===== src/rtl/keypad_scan.sv =====
`default_nettype none
// ============================================================================
// Module  : keypad_scan
// Brief   : 4x4 matrix keypad scanner with per-key press/release debounce.
// Rev     : 1.0  initial release
// ============================================================================
module keypad_scan #(
   parameter int SCAN_DIV       = 50000,
   parameter int DEBOUNCE_TICKS = 10
) (
   input  logic       clk,
   input  logic       rst_n,
   output logic [3:0] row,
   input  logic [3:0] col,
   output logic [3:0] key_code,
   output logic       key_valid,
   output logic       key_held
);

   localparam int TW = (SCAN_DIV > 2) ? $clog2(SCAN_DIV) : 1;
   localparam int CW = $clog2(DEBOUNCE_TICKS + 1);

   localparam logic [TW-1:0] C_TICK_MAX = TW'(SCAN_DIV - 1);
   localparam logic [CW-1:0] C_DB       = CW'(DEBOUNCE_TICKS);
   localparam logic [CW-1:0] C_CNT_MAX  = {CW{1'b1}};

   typedef enum logic [1:0] {
      ST_SCAN     = 2'd0,
      ST_DEBOUNCE = 2'd1,
      ST_HELD     = 2'd2,
      ST_RELEASE  = 2'd3
   } state_t;

   // ------------------------------------------------------------------------
   // Registers
   // ------------------------------------------------------------------------
   logic [3:0]    r_col_s1;
   logic [3:0]    r_col_s2;
   logic [TW-1:0] r_tick_cnt;
   state_t        r_state;
   logic [1:0]    r_row_idx;
   logic [CW-1:0] r_cnt;
   logic [1:0]    r_cap_row;
   logic [1:0]    r_cap_col;
   logic [3:0]    r_key_code;
   logic          r_key_valid;
   logic          r_key_held;

   // ------------------------------------------------------------------------
   // Combinational signals
   // ------------------------------------------------------------------------
   logic          w_tick;
   logic          w_any_low;
   logic [1:0]    w_low_col;
   logic          w_sel_high;
   logic [CW-1:0] w_cnt_inc;

   state_t        w_state_nxt;
   logic [1:0]    w_row_idx_nxt;
   logic [CW-1:0] w_cnt_nxt;
   logic [1:0]    w_cap_row_nxt;
   logic [1:0]    w_cap_col_nxt;
   logic [3:0]    w_key_code_nxt;
   logic          w_key_valid_nxt;
   logic          w_key_held_nxt;

   // Column synchronizer; idle level is all-high (pull-ups).
   always_ff @(posedge clk or negedge rst_n) begin
      if (!rst_n) begin
         r_col_s1 <= 4'b1111;
         r_col_s2 <= 4'b1111;
      end else begin
         r_col_s1 <= col;
         r_col_s2 <= r_col_s1;
      end
   end

   always_ff @(posedge clk or negedge rst_n) begin
      if (!rst_n) begin
         r_tick_cnt <= '0;
      end else if (w_tick) begin
         r_tick_cnt <= '0;
      end else begin
         r_tick_cnt <= r_tick_cnt + 1'b1;
      end
   end

   assign w_tick = (r_tick_cnt == C_TICK_MAX);

   // Lowest-index low column wins when several keys share the active row.
   always_comb begin
      w_any_low = 1'b1;
      w_low_col = 2'd0;
      if (!r_col_s2[0]) begin
         w_low_col = 2'd0;
      end else if (!r_col_s2[1]) begin
         w_low_col = 2'd1;
      end else if (!r_col_s2[2]) begin
         w_low_col = 2'd2;
      end else if (!r_col_s2[3]) begin
         w_low_col = 2'd3;
      end else begin
         w_any_low = 1'b0;
      end
   end

   assign w_sel_high = r_col_s2[r_cap_col];
   assign w_cnt_inc  = (r_cnt == C_CNT_MAX) ? r_cnt : r_cnt + 1'b1;

   // ------------------------------------------------------------------------
   // Next-state / output logic
   // ------------------------------------------------------------------------
   always_comb begin
      w_state_nxt     = r_state;
      w_row_idx_nxt   = r_row_idx;
      w_cnt_nxt       = r_cnt;
      w_cap_row_nxt   = r_cap_row;
      w_cap_col_nxt   = r_cap_col;
      w_key_code_nxt  = r_key_code;
      w_key_valid_nxt = 1'b0;
      w_key_held_nxt  = r_key_held;

      if (w_tick) begin
         case (r_state)
            ST_SCAN: begin
               if (w_any_low) begin
                  w_cap_row_nxt = r_row_idx;
                  w_cap_col_nxt = w_low_col;
                  w_cnt_nxt     = CW'(1);
                  w_state_nxt   = ST_DEBOUNCE;
               end else begin
                  w_row_idx_nxt = r_row_idx + 2'd1;
               end
            end

            ST_DEBOUNCE: begin
               if (!w_sel_high) begin
                  w_cnt_nxt = w_cnt_inc;
                  if (w_cnt_inc == C_DB) begin
                     w_key_code_nxt  = {r_cap_row, r_cap_col};
                     w_key_valid_nxt = 1'b1;
                     w_key_held_nxt  = 1'b1;
                     w_state_nxt     = ST_HELD;
                  end
               end else begin
                  w_row_idx_nxt = r_cap_row + 2'd1;
                  w_state_nxt   = ST_SCAN;
               end
            end

            ST_HELD: begin
               if (w_sel_high) begin
                  w_cnt_nxt   = CW'(1);
                  w_state_nxt = ST_RELEASE;
               end
            end

            ST_RELEASE: begin
               if (w_sel_high) begin
                  w_cnt_nxt = w_cnt_inc;
                  if (w_cnt_inc == C_DB) begin
                     w_key_held_nxt = 1'b0;
                     w_row_idx_nxt  = r_cap_row + 2'd1;
                     w_state_nxt    = ST_SCAN;
                  end
               end else begin
                  w_state_nxt = ST_HELD;
               end
            end

            default: begin
               w_state_nxt = ST_SCAN;
            end
         endcase
      end
   end

   always_ff @(posedge clk or negedge rst_n) begin
      if (!rst_n) begin
         r_state     <= ST_SCAN;
         r_row_idx   <= 2'd0;
         r_cnt       <= '0;
         r_cap_row   <= 2'd0;
         r_cap_col   <= 2'd0;
         r_key_code  <= 4'd0;
         r_key_valid <= 1'b0;
         r_key_held  <= 1'b0;
      end else begin
         r_state     <= w_state_nxt;
         r_row_idx   <= w_row_idx_nxt;
         r_cnt       <= w_cnt_nxt;
         r_cap_row   <= w_cap_row_nxt;
         r_cap_col   <= w_cap_col_nxt;
         r_key_code  <= w_key_code_nxt;
         r_key_valid <= w_key_valid_nxt;
         r_key_held  <= w_key_held_nxt;
      end
   end

   // Row drive decoded from a registered index so reset forces row 0 at once.
   assign row       = ~(4'b0001 << r_row_idx);
   assign key_code  = r_key_code;
   assign key_valid = r_key_valid;
   assign key_held  = r_key_held;

endmodule
`default_nettype wire


===== config.mk =====
export PLATFORM = sky130hd
export DESIGN_NAME = keypad_scan
export DESIGN_NICKNAME = d
export VERILOG_FILES = /design/src/rtl/keypad_scan.sv
export SDC_FILE = /design/constraint.sdc
export NUM_CORES = 1
export LEC_CHECK = 0
export CORE_AREA = 2 2 71 66
export DETAILED_ROUTE_END_ITERATION = 8
export DIE_AREA = 0 0 73 68
export PLACE_DENSITY = 0.8
export SYNTH_ARGS = -nofsm -noshare
export SYNTH_HDL_FRONTEND = slang
export SYNTH_SLANG_ARGS = --single-unit

===== constraint.sdc =====
create_clock -name clk -period 3.2 [get_ports clk]
set_input_delay 0.48 -clock clk [delete_from_list [all_inputs] [get_ports clk]]
set_output_delay 0.48 -clock clk [all_outputs]
set_load 0.02 [all_outputs]

# After elaboration in Yosys (flattened, before gate mapping)
# Index checks and enable logic that the tools add are counted.
[op_classes]
addsub = 4
eq_ne = 16
magnitude_cmp = 1
mux = 38
n_bitwise = 2
n_shift = 1
n_reduce_logical = 9
[op_table]
columns = ["operator", "n"]
rows = [
  ["$mux W2", 14],
  ["$mux W4", 5],
  ["$add A16 B1 Y16 const B", 1],
  ["$eq A16 B16 Y1 const B", 1],
  ["$mux W16", 1],
  ["$ne A2 B2 Y1 const B", 8],
  ["$pmux W4 S4", 1],
  ["$mux W1", 13],
  ["$reduce_and A6 Y1", 2],
  ["$reduce_and A5 Y1", 2],
  ["$eq A4 B4 Y1 const B", 2],
  ["$pmux W2 S4", 1],
  ["$ne A3 B3 Y1 const B", 2],
  ["$pmux W2 S3", 1],
  ["$add A2 B1 Y2 const B", 2],
  ["$add A4 B1 Y4 const B", 1],
  ["$eq A2 B2 Y1 const B", 2],
  ["$not A4 Y4", 1],
  ["$reduce_and A4 Y1", 1],
  ["$shl A1 B2 Y4 const A", 1],
  ["$lt A2 B3 Y1 const B", 1],
  ["$reduce_and A3 Y1", 1],
  ["$reduce_bool A3 Y1", 1],
  ["$bmux W1 S2", 1],
  ["5 further kinds", 5],
]
[word_totals]
regBits = 42
in_bits = 6

# Logic depth before layout (Yosys ltp)
[depth]
depth_word = 7
depth_mapped = 8

# Worst setup path before layout
# No wires, ideal clock.
[synth_path]
path_type = "register to register"
startpoint = "register r_cnt[0]"
endpoint = "register r_key_code[0], in the netlist key_code[0]"
path_slack_ps = 1246
period_less_slack_ps = 1954
n_path_buf = 0
setup_ps = 125
arrival_ps = 1829
path_stages_with_launch = 6
required_time_ps = 3075
path_cell_list = "dfrtp_1 ha_1 nor4bb_1 o2bb2ai_1 nor4b_4 mux2_2"
[synth_via]
elab_chain_cells = 4
word_cells_on_any_way = 5
[synth_rtl]
columns = ["element", "line", "text"]
rows = [
  ["from (decl)", "42", "logic [CW-1:0] r_cnt;"],
  ["from (signal assigned)", "191", "r_cnt <= w_cnt_nxt;"],
  ["$add A4 B1 Y4 or $eq A4 B4 Y1 (tied branches)", "108", "assign w_cnt_inc = (r_cnt == C_CNT_MAX) ? r_cnt : r_cnt + 1'b1;"],
  ["$mux W4 *", "108", ""],
  ["$eq A4 B4 Y1 *", "139", "if (w_cnt_inc == C_DB) begin"],
  ["$reduce_and A4 Y1 (no source line) *", "n/a", ""],
  ["to (signal assigned)", "194", "r_key_code <= w_key_code_nxt;"],
  ["to (decl)", "45", "logic [3:0] r_key_code;"],
]
# Every way passes the cells marked *; elsewhere a longest branch is shown, timed or not.
# A chain may end at the register's enable or synchronous reset.

# Worst setup path in the final report
# Same ends and word-level chain as after synthesis.

==> results.py <==
metrics = {
    "timing": {
        "finalHoldViolations": 0,
        "max_freq_ghz": 0.450,
        "hold_slack_ps": 311,
        "setup_tns_ps": 0,
        "final-setup-viol-count": 0,
        "worst_pin_slew_ps": 901,
        "fin_skew_ps": 7.06,
        "fin_crit_sh_pct": 69.4,
        "grt_setup_unrepaired": "false",
        "slew_headroom_pct": 39.9,
        "report.final.slew_viol_count": 0,
        "finalWorstPathRequiredPeriod_ps": 2220,
    },
    "logic_synthesis": {
        "netlist.area_leader.share_pct": 41.7,
        "post_synth_num_cell_types": 45,
        "ys_seq_elements": 42,
        "ys_top_cells_by_area": "sky130_fd_sc_hd__dfrtp_1, sky130_fd_sc_hd__dfstp_2, sky130_fd_sc_hd__nand2_1",
        "ys_top_cells_by_count": "sky130_fd_sc_hd__dfrtp_1, sky130_fd_sc_hd__nand2_1, sky130_fd_sc_hd__nor2_1",
        "synth_top_cell_by_area": "sky130_fd_sc_hd__dfrtp_1",
        "ys_warn_count": 0,
        "mappedNetlistArea_mm2": 0.00204,
        "synth-edff-count": 0,
        "synthesis.instances": 191,
        "syn_nets": 200,
        "ys_dominant_reg_cell": "sky130_fd_sc_hd__dfrtp_1",
        "yosysSeqAreaShare_pct": 52.0,
        "syn_area_per_cell_um2": 10.7,
        "async_reset_ff_share_pct": 100,
        "post-synth-top-count-cell": "sky130_fd_sc_hd__dfrtp_1",
    },
    "global_route": {
        "globalRouteTotalUtil_pct": 17.7,
        "final_global_route_overflow_total": 0,
        "grt_max_degree": 43,
        "antenna_found_initial": 0,
        "first_global_vias": 1423,
        "global_route_wire_length_before_repair_mm": 6.68,
    },
    "clock_network": {
        "cts_htree_levels": 2,
        "cts_tree": "built",
        "holdBufCountCts": 0,
        "clock_buffer_count_from_cts": 5,
        "postCtsResizedCells": 0,
        "postCtsSetupBuffers": 0,
        "clk_latency_ps": 290,
        "cts_max_path_buffers": 2,
        "number_of_clock_sinks": 42,
        "cts.root.buffer_cell": "sky130_fd_sc_hd__clkbuf_8",
        "cts.reportedPaths.clkPinSlew_ps": 80,
    },
    "floorplanning": {
        "start_util_pct": 47.6,
        "core_mm2": 0.00429,
        "die-height_um": 68,
        "design.die.area_mm2": 0.00496,
        "die_width_um": 73,
        "i_o_pin_count": 16,
        "core.rowCount": 23,
    },
    "place": {
        "place.detailed.hpwl_mm": 2.75,
        "globalplace.congestion": 0.830,
        "io_buffers": 15,
    },
    "finish": {
        "nNetsFinal": 218,
        "fill_cells": 344,
        "drive_above_1_share_pct": 15.2,
        "layout-area-overhead-vs-synth_pct": 16.6,
        "multi_input_gate_area_um2": 937,
        "antennaDiodeCount": 0,
        "register_area_mm2": 0.00106,
    },
    "pwr": {
        "power-per-cell-area_mw_per_mm2": 454,
        "leakage_nw": 0.973,
        "vdd_drop_max_mv": 0.248,
    },
    "job": {
        "timing.max_cap.violations": 0,
    },
    "min_path": {
        "worst_hold_path_type": "in2async",
    },
    "critical_path": {
        "data_required_time_of_the_critical_path_ps": 3380,
        "crit_type": "reg2reg",
        "cp_data_arrival_time_ps": 2400,
        "crit_path_start_kind": "register",
        "worstPathMaxFanout": 8,
        "setup.reg_to_reg.worst_slack_ps": 980,
        "worst_r2r_path_depth": 5,
        "endpoint_kind": "register",
    },
    "drt": {
        "post_drt_via_cell_ratio": 5.84,
        "vias": 1518,
        "antenna_violating_nets_post_route": 0,
        "post-route-drc-count": 0,
        "routedWlPerCell_um": 15.0,
        "wirelength_mm": 3.90,
        "drtPass1Iterations": 4,
        "drtIter0Drc": 76,
    },
    "run_status": {
        "status": "finished, final reports clean",
    },
}
-- logic make-up after synthesis --
family / count (synthesis) / synth area share [%]
fa+ha+maj: 3 / 1.84
buf+inv: 11 / 2.08
xor+xnor: 15 / 6.44
flops: 42 / 52.0
mux: 8 / 4.84
compound gates: 28 / 9.14
simple gates: 84 / 23.7
-- power by group --
| part | internal [mW] | switching (mW) | total, mW | leakage, nW |
|---|---|---|---|---|
| Combinational | 0.00779 | 0.0149 | 0.0227 | 0.357 |
| Clock | 0.333 | 0.181 | 0.514 | 0.0714 |
| Sequential | 0.540 | 0.00405 | 0.544 | 0.545 |
| Total | 0.880 | 0.200 | 1.08 | 0.973 |
-- routing by layer --
layer / wire, µm / GRT usage (%)
met1: 1810 / 24.1
met2: 1870 / 28.5
met3: 156 / 3.09
met4: 61 / 6.94
met5: 0 / 0
-- cells in the final DEF, fill, tap and decap left out, types with 2 or more instances in the layout --
| master | n |
|---|---|
| sky130_fd_sc_hd__a21oi_1 | 5 |
| sky130_fd_sc_hd__and3_1 | 3 |
| sky130_fd_sc_hd__and4bb_2 | 2 |
| sky130_fd_sc_hd__bufinv_16 | 2 |
| sky130_fd_sc_hd__clkbuf_8 | 6 |
| sky130_fd_sc_hd__clkdlybuf4s50_1 | 14 |
| sky130_fd_sc_hd__dfrtp_1 | 34 |
| sky130_fd_sc_hd__dfstp_2 | 8 |
| sky130_fd_sc_hd__ha_1 | 3 |
| sky130_fd_sc_hd__inv_1 | 6 |
| sky130_fd_sc_hd__mux2_2 | 5 |
| sky130_fd_sc_hd__mux2i_1 | 2 |
| sky130_fd_sc_hd__nand2_1 | 20 |
| sky130_fd_sc_hd__nand2b_1 | 4 |
| sky130_fd_sc_hd__nand3_1 | 11 |
| sky130_fd_sc_hd__nand4_1 | 7 |
| sky130_fd_sc_hd__nor2_1 | 17 |
| sky130_fd_sc_hd__nor2b_1 | 2 |
| sky130_fd_sc_hd__nor3_1 | 5 |
| sky130_fd_sc_hd__nor4b_4 | 2 |
| sky130_fd_sc_hd__o21ai_0 | 10 |
| sky130_fd_sc_hd__or2_2 | 2 |
| sky130_fd_sc_hd__or3_1 | 2 |
| sky130_fd_sc_hd__xnor2_1 | 8 |
| sky130_fd_sc_hd__xor2_1 | 7 |
-- through the flow --
stage | setup slack, ps | util (%) | area [µm²] | power, mW | std cells
2_1_floorplan | 1250 | - | 2040 | 0.559 | 191
3_3_place_gp | 1110 | 52.1 | 2240 | 0.576 | 252
3_5_place_dp | 1030 | 52.1 | 2240 | 0.577 | 252
4_1_cts | 991 | 55.5 | 2380 | 1.09 | 260
5_1_grt | 811 | 55.5 | 2380 | 1.12 | 260
6_report | 979 | 55.5 | 2380 | 1.08 | 260
-- cell type report --
cell class,count,share of cell area (%)
Timing Repair Buffer,16,6.42
Clock buffer,6,3.47
Clock inverter,2,2.52
Multi-Input combinational cell,138,39.4
Sequential cell,42,44.6
Tap cell,50,2.63
Inverter,6,0.947
-- worst paths after layout --
check                       startpoint             to
max                           r_cnt[0]    key_code[0]
min                              rst_n  r_tick_cnt[7]
max reg2reg                   r_cnt[0]    key_code[0]
min reg2reg                r_col_s1[0]    r_col_s2[0]
max in group asynchronous        rst_n       r_cnt[0]
min in group clk           r_col_s1[0]    r_col_s2[0]
-- critical path, stage by stage, from the launching register on --
cell                        delay (ps)
sky130_fd_sc_hd__dfrtp_1           470
sky130_fd_sc_hd__ha_1              300
sky130_fd_sc_hd__nor4bb_1          280
sky130_fd_sc_hd__o2bb2ai_1         220
sky130_fd_sc_hd__nor4b_4           450
sky130_fd_sc_hd__mux2_2            390
-- state kept, by name, summed over array words and instances (netlist names), named ones only --
name,cells
r_tick_cnt,16
key_code,4
r_cnt,4
r_col_s1,4
r_col_s2,4
r_cap_col,2
r_cap_row,2
r_row_idx,2
key_held,1
key_valid,1
r_state,1
Power figures use the tool's default switching activity.
